==> config.mk <==
export PLATFORM = sky130hd
export DESIGN_NAME = alu_seq_core
export DESIGN_NICKNAME = d
export VERILOG_FILES = /design/src/rtl/alu_pkg.sv /design/src/rtl/alu_div_iter.sv /design/src/rtl/alu_seq_core.sv
export SDC_FILE = /design/constraint.sdc
export NUM_CORES = 1
export LEC_CHECK = 0
export CAP_MARGIN = 15
export CORE_MARGIN = 5
export CORE_UTILIZATION = 40
export CTS_BUF_LIST = sky130_fd_sc_hd__clkbuf_4 sky130_fd_sc_hd__clkbuf_8
export CTS_CLUSTER_DIAMETER = 80
export DETAILED_ROUTE_END_ITERATION = 8
export PLACE_DENSITY = 0.64
export SLEW_MARGIN = 15
export SYNTH_ARGS = -nofsm -noshare
export SYNTH_HDL_FRONTEND = slang
export SYNTH_HIERARCHICAL = 1
export SYNTH_SLANG_ARGS = --single-unit
export TNS_END_PERCENT = 30
==> constraint.sdc <==
create_clock -name clk -period 3.97 [get_ports clk]
set_clock_uncertainty 0.1 [all_clocks]
set_input_delay 0.794 -clock clk [delete_from_list [all_inputs] [get_ports clk]]
set_output_delay 0.794 -clock clk [all_outputs]
set_load 0.02 [all_outputs]
==> src/rtl/alu_pkg.sv <==
`default_nettype none
// ============================================================================
// Module      : alu_pkg
// Description : Shared opcode/state encodings and result-width helper for the
//               sequential ALU.
// Revision    : 1.0 - initial release
// ============================================================================
package alu_pkg;

    typedef enum logic [3:0] {
        OP_ADD = 4'd0,
        OP_SUB = 4'd1,
        OP_AND = 4'd2,
        OP_OR  = 4'd3,
        OP_XOR = 4'd4,
        OP_EQ  = 4'd5,
        OP_MUL = 4'd6,
        OP_DIV = 4'd7,
        OP_SHL = 4'd8,
        OP_SHR = 4'd9
    } alu_op_e;

    typedef enum logic [1:0] {
        IDLE = 2'd0,
        BUSY = 2'd1,
        DONE = 2'd2
    } state_e;

    function automatic int res_width(input int width);
        return 2 * width;
    endfunction

endpackage
`default_nettype wire

==> src/rtl/alu_div_iter.sv <==
`default_nettype none
// ============================================================================
// Module      : alu_div_iter
// Description : Iterative restoring divider, one quotient bit per cycle, with
//               a same-cycle shortcut for division by zero.
// Revision    : 1.0 - initial release
// ============================================================================
module alu_div_iter #(
    parameter int WIDTH = 4
) (
    input  logic             clk,
    input  logic             rst,
    input  logic             i_start,
    input  logic [WIDTH-1:0] i_dividend,
    input  logic [WIDTH-1:0] i_divisor,
    output logic             o_busy,
    output logic             o_done,
    output logic             o_div0,
    output logic [WIDTH-1:0] o_quotient,
    output logic [WIDTH-1:0] o_remainder
);

    localparam int c_CNT_W = $clog2(WIDTH);

    logic               r_busy;
    logic [c_CNT_W-1:0] r_count;
    logic [WIDTH-1:0]   r_rem;
    logic [WIDTH-1:0]   r_quot;
    logic [WIDTH-1:0]   r_divisor;

    logic [WIDTH:0]     w_shift;
    logic [WIDTH:0]     w_diff;
    logic               w_qbit;
    logic [WIDTH-1:0]   w_rem_next;
    logic [WIDTH-1:0]   w_quot_next;
    logic               w_last;
    logic               w_zero_div;

    // Done is raised combinationally on the final step so the caller can
    // register the result on the same edge the last bit is produced.
    always_comb begin
        w_shift     = {r_rem, r_quot[WIDTH-1]};
        w_diff      = w_shift - {1'b0, r_divisor};
        w_qbit      = ~w_diff[WIDTH];
        w_rem_next  = w_qbit ? w_diff[WIDTH-1:0] : w_shift[WIDTH-1:0];
        w_quot_next = {r_quot[WIDTH-2:0], w_qbit};
        w_last      = r_busy && (r_count == c_CNT_W'(WIDTH - 1));
        w_zero_div  = i_start && (i_divisor == '0);

        o_busy      = r_busy;
        o_done      = w_zero_div || w_last;
        o_div0      = w_zero_div;
        o_quotient  = w_zero_div ? '1 : w_quot_next;
        o_remainder = w_zero_div ? i_dividend : w_rem_next;
    end

    always_ff @(posedge clk) begin
        if (rst) begin
            r_busy    <= 1'b0;
            r_count   <= '0;
            r_rem     <= '0;
            r_quot    <= '0;
            r_divisor <= '0;
        end else if (i_start && !w_zero_div) begin
            r_busy    <= 1'b1;
            r_count   <= '0;
            r_rem     <= '0;
            r_quot    <= i_dividend;
            r_divisor <= i_divisor;
        end else if (r_busy) begin
            r_rem   <= w_rem_next;
            r_quot  <= w_quot_next;
            r_count <= r_count + 1'b1;
            if (w_last) begin
                r_busy <= 1'b0;
            end
        end
    end

endmodule
`default_nettype wire

==> src/rtl/alu_seq_core.sv <==
`default_nettype none
// ============================================================================
// Module      : alu_seq_core
// Description : Registered ALU with valid/ready input and output handshakes;
//               DIV is delegated to an iterative divider.
// Revision    : 1.0 - initial release
// ============================================================================
module alu_seq_core
    import alu_pkg::*;
#(
    parameter int WIDTH    = 4,
    parameter int OP_WIDTH = 4
) (
    input  logic                 clk,
    input  logic                 arst,
    input  logic                 in_valid,
    output logic                 in_ready,
    input  logic [WIDTH-1:0]     a,
    input  logic [WIDTH-1:0]     b,
    input  logic [OP_WIDTH-1:0]  op,
    output logic                 out_valid,
    input  logic                 out_ready,
    output logic [2*WIDTH-1:0]   alu_out,
    output logic                 cout,
    output logic                 borrow,
    output logic                 zero,
    output logic                 a_greater,
    output logic                 a_equal,
    output logic                 a_less,
    output logic                 div0,
    output logic                 err
);

    localparam int c_RES_W = res_width(WIDTH);

    state_e             r_state;
    state_e             w_state_nxt;
    state_e             w_accept_state;

    logic [c_RES_W-1:0] r_alu_out;
    logic               r_cout, r_borrow, r_zero, r_gt, r_eq, r_lt, r_div0, r_err;
    logic [2:0]         r_cmp_pend;

    logic               w_accept, w_is_div, w_div_start, w_div_fin;
    logic               w_div_busy, w_div_done, w_div_div0;
    logic [WIDTH-1:0]   w_div_quot, w_div_rem;
    logic [c_RES_W-1:0] w_div_res;
    logic               w_gt, w_eq, w_lt;
    logic [WIDTH:0]     w_sum, w_diff;
    logic [c_RES_W-1:0] w_res;
    logic               w_cout, w_borrow, w_err;

    alu_div_iter #(.WIDTH(WIDTH)) u_div (
        .clk         (clk),
        .rst         (arst),
        .i_start     (w_div_start),
        .i_dividend  (a),
        .i_divisor   (b),
        .o_busy      (w_div_busy),
        .o_done      (w_div_done),
        .o_div0      (w_div_div0),
        .o_quotient  (w_div_quot),
        .o_remainder (w_div_rem)
    );

    // Single-cycle datapath and compare flags.
    always_comb begin
        w_gt     = (a > b);
        w_eq     = (a == b);
        w_lt     = (a < b);
        w_sum    = {1'b0, a} + {1'b0, b};
        w_diff   = {1'b0, a} - {1'b0, b};
        w_res    = '0;
        w_cout   = 1'b0;
        w_borrow = 1'b0;
        w_err    = 1'b0;
        case (op)
            OP_ADD: begin
                w_res  = c_RES_W'(w_sum);
                w_cout = w_sum[WIDTH];
            end
            OP_SUB: begin
                w_res    = {{(WIDTH-1){w_diff[WIDTH]}}, w_diff};
                w_borrow = w_diff[WIDTH];
            end
            OP_AND: w_res = c_RES_W'(a & b);
            OP_OR:  w_res = c_RES_W'(a | b);
            OP_XOR: w_res = c_RES_W'(a ^ b);
            OP_EQ:  w_res = c_RES_W'(w_eq);
            OP_MUL: w_res = c_RES_W'(a) * c_RES_W'(b);
            OP_DIV: w_res = '0;
            OP_SHL: w_res = (32'(b) >= 32'(c_RES_W)) ? '0 : (c_RES_W'(a) << b);
            OP_SHR: w_res = (32'(b) >= 32'(WIDTH)) ? '0 : c_RES_W'(a >> b);
            default: w_err = 1'b1;
        endcase
    end

    // Handshake and next state; in_ready deliberately ignores in_valid.
    always_comb begin
        in_ready       = (r_state == IDLE) || ((r_state == DONE) && out_ready);
        out_valid      = (r_state == DONE);
        w_accept       = in_valid && in_ready;
        w_is_div       = (op == OP_DIV);
        w_div_start    = w_accept && w_is_div;
        w_div_fin      = w_div_busy && w_div_done;
        w_div_res      = {w_div_rem, w_div_quot};
        w_accept_state = (w_is_div && !w_div_div0) ? BUSY : DONE;
        w_state_nxt    = r_state;
        case (r_state)
            IDLE: if (w_accept) w_state_nxt = w_accept_state;
            BUSY: if (w_div_fin) w_state_nxt = DONE;
            DONE: if (out_ready) w_state_nxt = w_accept ? w_accept_state : IDLE;
            default: w_state_nxt = IDLE;
        endcase
    end

    always_ff @(posedge clk) begin
        if (arst) begin
            r_state <= IDLE;
        end else begin
            r_state <= w_state_nxt;
        end
    end

    // Result/flag register: updated only when a result is produced.
    always_ff @(posedge clk) begin
        if (arst) begin
            r_alu_out  <= '0;
            r_cout     <= 1'b0;
            r_borrow   <= 1'b0;
            r_zero     <= 1'b0;
            r_gt       <= 1'b0;
            r_eq       <= 1'b0;
            r_lt       <= 1'b0;
            r_div0     <= 1'b0;
            r_err      <= 1'b0;
            r_cmp_pend <= '0;
        end else if (w_accept && !w_is_div) begin
            r_alu_out <= w_res;
            r_cout    <= w_cout;
            r_borrow  <= w_borrow;
            r_zero    <= (w_res == '0);
            {r_gt, r_eq, r_lt} <= {w_gt, w_eq, w_lt};
            r_div0    <= 1'b0;
            r_err     <= w_err;
        end else if (w_div_div0) begin
            r_alu_out <= w_div_res;
            r_cout    <= 1'b0;
            r_borrow  <= 1'b0;
            r_zero    <= (w_div_res == '0);
            {r_gt, r_eq, r_lt} <= {w_gt, w_eq, w_lt};
            r_div0    <= 1'b1;
            r_err     <= 1'b0;
        end else if (w_div_fin) begin
            r_alu_out <= w_div_res;
            r_cout    <= 1'b0;
            r_borrow  <= 1'b0;
            r_zero    <= (w_div_res == '0);
            {r_gt, r_eq, r_lt} <= r_cmp_pend;
            r_div0    <= 1'b0;
            r_err     <= 1'b0;
        end else if (w_div_start) begin
            // Operands may change while the divider runs; keep their compare.
            r_cmp_pend <= {w_gt, w_eq, w_lt};
        end
    end

    assign alu_out   = r_alu_out;
    assign cout      = r_cout;
    assign borrow    = r_borrow;
    assign zero      = r_zero;
    assign a_greater = r_gt;
    assign a_equal   = r_eq;
    assign a_less    = r_lt;
    assign div0      = r_div0;
    assign err       = r_err;

endmodule
`default_nettype wire

After elaboration in Yosys (flattened, before gate mapping)
Cells that the tools add are included.
{"block": "word_totals", "regBits": 36, "input_bits": 16, "out_inout_bits": 18, "wordCells": 117}
{"block": "op_classes", "n_addsub": 4, "multipliers": 1, "order_cmp": 4, "n_eq_ne": 16, "shift": 2, "muxes": 41, "n_bitwise": 7, "n_reduce_logical": 26}
{"cell": "$pmux W8 S9", "n": 1}
{"cell": "$mux W8", "n": 5}
{"cell": "$mux W1", "n": 24}
{"cell": "$mux W4", "n": 5}
{"cell": "$eq A4 B3 Y1 const B", "n": 4}
{"cell": "$logic_not A8 Y1", "n": 2}
{"cell": "$mux W2", "n": 5}
{"cell": "$reduce_or A10 Y1", "n": 1}
{"cell": "$logic_and A1 B1 Y1", "n": 9}
{"cell": "$eq A4 B2 Y1 const B", "n": 2}
{"cell": "$eq A4 B4 Y1 const B", "n": 2}
{"cell": "$logic_not A4 Y1", "n": 2}
{"cell": "$mul A4 B4 Y8", "n": 1}
{"cell": "$shl A4 B4 Y8", "n": 1}
{"cell": "$shr A4 B4 Y8", "n": 1}
{"cell": "$pmux W2 S3", "n": 1}
{"cell": "$add A4 B4 Y5", "n": 1}
{"cell": "$sub A4 B4 Y5", "n": 1}
{"cell": "$sub A5 B4 Y5", "n": 1}
{"cell": "$and A4 B4 Y4", "n": 1}
{"cell": "$eq A2 B2 Y1 const B", "n": 2}
{"cell": "$eq A4 B1 Y1 const B", "n": 1}
{"cell": "$eq A4 B4 Y1", "n": 1}
{"cell": "$ge A4 B3 Y1 const B", "n": 1}
{"cell": "other kinds (18)", "n": 26}

Longest topological paths before layout
{"block": "depth", "depth_word": 12, "depth_mapped": 15, "mapped_depth_nobuf": 14}

Modules after synthesis
The synthesis kept the hierarchy.
{"module": "alu_seq_core", "n_inst": 1, "cells_per_inst": 316, "area_per_inst_um2": 2394.8}
{"module": "alu_div_iter", "n_inst": 1, "cells_per_inst": 124, "area_per_inst_um2": 1022.2}

Worst setup path before layout
No wires, ideal clock.
{"block": "synth_path", "path_kind": "input to register", "start": "input b[2]", "end": "register r_zero, in the netlist zero", "setup_time_ns": 0.096, "arrival_time_ns": 3.541, "required_time_ns": 3.774, "path_slack_ns": 0.233, "stages": 12, "n_path_buf": 1, "path_cell_list": "buf_2 -> nand2_1 -> fa_1 -> inv_1 -> fa_1 -> ha_1 -> a211oi_1 -> nor2_1 -> xor2_1 -> a211oi_1 -> nand4_1 -> o41ai_2"}
{"block": "synth_between", "elab_chain_len": 7, "word_cells_on_any_way": 26, "classes_between": "add/sub (2); mul (1); order compare (2); eq/ne (1); shift (2); mux (8); bitwise (3); reduce/logical (7)"}
{"element": "from (decl)", "line_no": "alu_seq_core.sv:19", "source": "input logic [WIDTH-1:0] b,"}
{"element": "parallel branches: the longest is 7 deep, another holds $mul A4 B4 Y8"}
{"element": "to (signal assigned)", "line_no": "alu_seq_core.sv:142", "source": "r_zero <= (w_res == '0);"}
{"element": "to (signal assigned)", "line_no": "alu_seq_core.sv:150", "source": "r_zero <= (w_div_res == '0);"}
{"element": "to (signal assigned)", "line_no": "alu_seq_core.sv:158", "source": "r_zero <= (w_div_res == '0);"}
{"element": "to (decl)", "line_no": "alu_seq_core.sv:41", "source": "logic r_cout, r_borrow, r_zero, r_gt, r_eq, r_lt, r_div0, r_err;"}
Parallel ways; which one is timed is not known. The select of a mux whose other input is x is not followed.
A chain may end at the register's enable or synchronous reset.

Worst setup path after layout
{"block": "layout_path", "start": "input a[1]", "end": "register r_zero, in the netlist zero"}
{"block": "layout_between", "elab_chain_len": 5, "word_cells_on_any_way": 18, "classes_between": "add/sub (2); mul (1); eq/ne (1); shift (2); mux (7); bitwise (3); reduce/logical (2)"}
{"element": "from (decl)", "line_no": "alu_seq_core.sv:18", "source": "input logic [WIDTH-1:0] a,"}
{"element": "parallel branches: the longest is 4 deep, another holds $mul A4 B4 Y8"}
{"element": "$mux W1 (*)", "line_no": "alu_seq_core.sv:138", "source": "end else if (w_accept && !w_is_div) begin"}
Mark *: on every way between the ends. The select of a mux whose other input is x is not followed.

==> results.py <==
metrics = {
    "status": {
        "status": "finished, final reports clean",
    },
    "synth": {
        "ys_seq_elements": 36,
        "avgSynthCellArea_um2": 7.77,
        "ys.flop_type": "dfxtp_1",
        "syn-num-nets": 493,
        "seq_area_frac_synth_pct": 21.1,
        "ys_warn_count": 6,
        "async_flop_share_pct": 0,
        "synth_area_um2": 3420,
        "synth_top_area_share_pct": 21.1,
        "synth_cells": 440,
        "synth_top_area_cell": "dfxtp_1",
        "synth_edf_count": 0,
        "yosys-top-cells-area": "dfxtp_1 21%, ha_1 11%, nand2_1 4.9%",
        "synth.distinct_cells": 67,
    },
    "drt": {
        "drc": 0,
        "finalWirelength_mm": 9.55,
        "drtAntennaViolNets": 0,
        "dr_total_vias": 3423,
        "wl_per_cell_um": 15.8,
        "first_iter_violations": 198,
        "dr.pass1.iters": 5,
        "via_per_inst": 5.65,
    },
    "power": {
        "p_comb_share_pct": 35.2,
        "power_frac_seq_pct": 38.1,
        "pwr-share-clk_pct": 26.7,
        "p_sw_uw": 329,
        "p_int_uw": 679,
        "ir_drop_uv": 122,
        "power.leakage_uw": 0.00180,
        "switching_share_pct": 32.6,
        "p_per_area_nw_per_um2": 237,
    },
    "cts": {
        "cts_buffers": 5,
        "cts-hold-fix-buffers": 0,
        "clock_latency_ns": 0.29,
        "cts.reportedPaths.clkPinSlew_ns": 0.07,
        "cts_tree": "built",
        "cts-root-buf": "clkbuf_8",
        "cts_buffer_depth": 2,
        "cts-htree-levels": 2,
        "cts_num_sinks": 36,
    },
    "global_routing": {
        "grt_usage_pct": 18.4,
        "overflow": 0,
        "grt_pass1_vias": 3240,
        "antenna_found_initial": 0,
        "grt_max_degree": 30,
        "grt_pass1_wl_mm": 15.7,
    },
    "cells_and_area": {
        "final_util_pct": 51.6,
        "n_antenna_cell": 0,
        "layout.nets": 553,
        "final_cell_mix": "45 x nand2_1, 43 x nor2_1, 42 x buf_4",
        "drive_gt1_share_pct": 15.4,
        "final_common_cell": "nand2_1",
        "syn_to_final_growth_pct": 24.6,
        "fin_cells": 606,
    },
    "sta": {
        "hold_viol": 0,
        "maxSlewViolCount": 0,
        "timing.final.crit_share_pct": 97.8,
        "setup_viol": 0,
        "worst_slew_pin_slew_ns": 0.930,
        "worst_hold_slack_ns": 0.375,
        "clock.fmax_mhz": 258,
        "maxSlewHeadroom_pct": 37.2,
        "fin_crit_ns": 3.88,
        "setup_ws_ns": 0.0892,
    },
    "min_path": {
        "holdCritStartpoint": "err",
        "hp-class": "reg -> reg",
    },
    "worst_setup_path": {
        "cp_cell_sequence": "clkdlybuf4s50_1 > nand2_1 > fa_1 > inv_1 > fa_1 > ha_1 > a211oi_2 > nor2_1 > xor2_1 > a211oi_2 > nand4_1 > o41ai_2",
        "slowest_stage": "fa_1",
        "cp-end-kind": "register",
        "cp.required_ns": 4.07,
        "r2r-start": "u_div/r_quot[3]",
        "crit_type": "in -> reg",
        "startpoint_type": "primary input",
        "cp-startpoint": "a[1]",
        "path_max_fanout": 2,
        "crit_arrival_ns": 3.98,
        "max_stage_delay_ns": 0.51,
    },
    "placed_design": {
        "io_buffers": 33,
        "dpl_worst_slack_ns": -0.352,
        "gp_congestion": 0.922,
        "dp.cells": 595,
        "dpl.hpwl_mm": 7.36,
    },
    "die": {
        "initial_core_util_pct": 41.4,
        "dieHeight_um": 102,
        "core_um2": 8260,
        "ios": 34,
        "dieArea_um2": 10500,
        "fp-row-count": 33,
        "die_w_um": 102,
    },
    "flow_run": {
        "maxCapViolations": 0,
    },
}
==> worst max-delay path, delay by kind of cell <==
| kind | cells | cell delay, ns |
|---|---|---|
| buf+inv | 2 | 0.54 |
| compound gates | 3 | 0.84 |
| fa+ha+maj | 3 | 1.29 |
| simple gates | 3 | 0.33 |
| xor+xnor | 1 | 0.19 |
==> per-stage QoR <==
step	power, uW	area [um2]	setup TNS, ns
after floorplan	597	3420	0
after global placement	726	4080	-0.952
after detailed placement	729	4080	-1.12
after CTS	1000	4200	0
after global routing	1070	4260	-0.0484
final	1010	4260	0
==> routing by layer <==
layer	routed length [um]	track usage (%)
met1	4430	26.3
met3	550	2.12
met5	0	0
met4	136	4.34
met2	4440	29.7
==> synth_stat cells, drive strengths merged, types with 12 or more instances <==
library cell   n
nand2         45
nor2          44
buf           15
nand3         20
a211oi        13
ha            30
inv           29
dfxtp         36
o21ai         21
a21oi         26
nor2b         16
mux2i         12
==> cell families (layout without fill, tap and decap cells) <==
kind of cell               Yosys count  after routing  synth area share [%]
muxes                               15             15                  4.83
buffers and inverters               53            114                  6.70
DFF                                 36             36                  21.1
AOI/OAI and AO/OA                  111            111                  22.7
xor gates and xnor gates             6              6                  1.54
and+or+nand+nor                    182            182                  28.1
adders and majority gates           37             37                  15.1
==> path summary, 6_finish.rpt <==
| path | to | slack (ns) | depth (start not counted) |
|---|---|---|---|
| setup / recovery | zero | 0.09 | 12 |
| hold reg to reg | err | 0.37 | 2 |
| setup reg to reg | zero | 0.62 | 14 |
| hold / removal | err | 0.37 | 2 |
==> state kept, by name, summed over array words and instances, names as in the netlist, 2 cells and up <==
| name | count |
|---|---|
| u_div/r_divisor | 4 |
| u_div/r_quot | 4 |
| u_div/r_rem | 4 |
| r_cmp_pend | 3 |
| u_div/r_count | 2 |
| r_state | 2 |
| alu_out | 8 |
==> cell type report <==
| cell class | count | area [um2] |
|---|---|---|
| clock buffers | 6 | 82.6 |
| flip-flops and latches | 36 | 721 |
| inverters | 29 | 109 |
| multi-input cells | 351 | 2520 |
| repair buffers | 77 | 687 |
| fillers | 809 | 4000 |
| clock inverters | 2 | 10.0 |
| well taps | 105 | 131 |
==> power by group through the flow <==
stage	sequential [uW]	combinational, uW	clock (uW)
after floorplan	403	194	0
after global placement	392	335	0
after detailed placement	392	337	0
after CTS	384	343	277
after global routing	386	391	291
final	384	354	269
==> timing repair <==
action | CTS | global route
buffers inserted | 1 | 2
hold endpoints to repair | 0 | 0
pin swaps | 1 | 13
endpoints found under the setup margin | 1 | 4
cloned | 0 | 0
gates resized for setup | 5 | 10
Note: power is estimated with default switching activity, not from simulation.
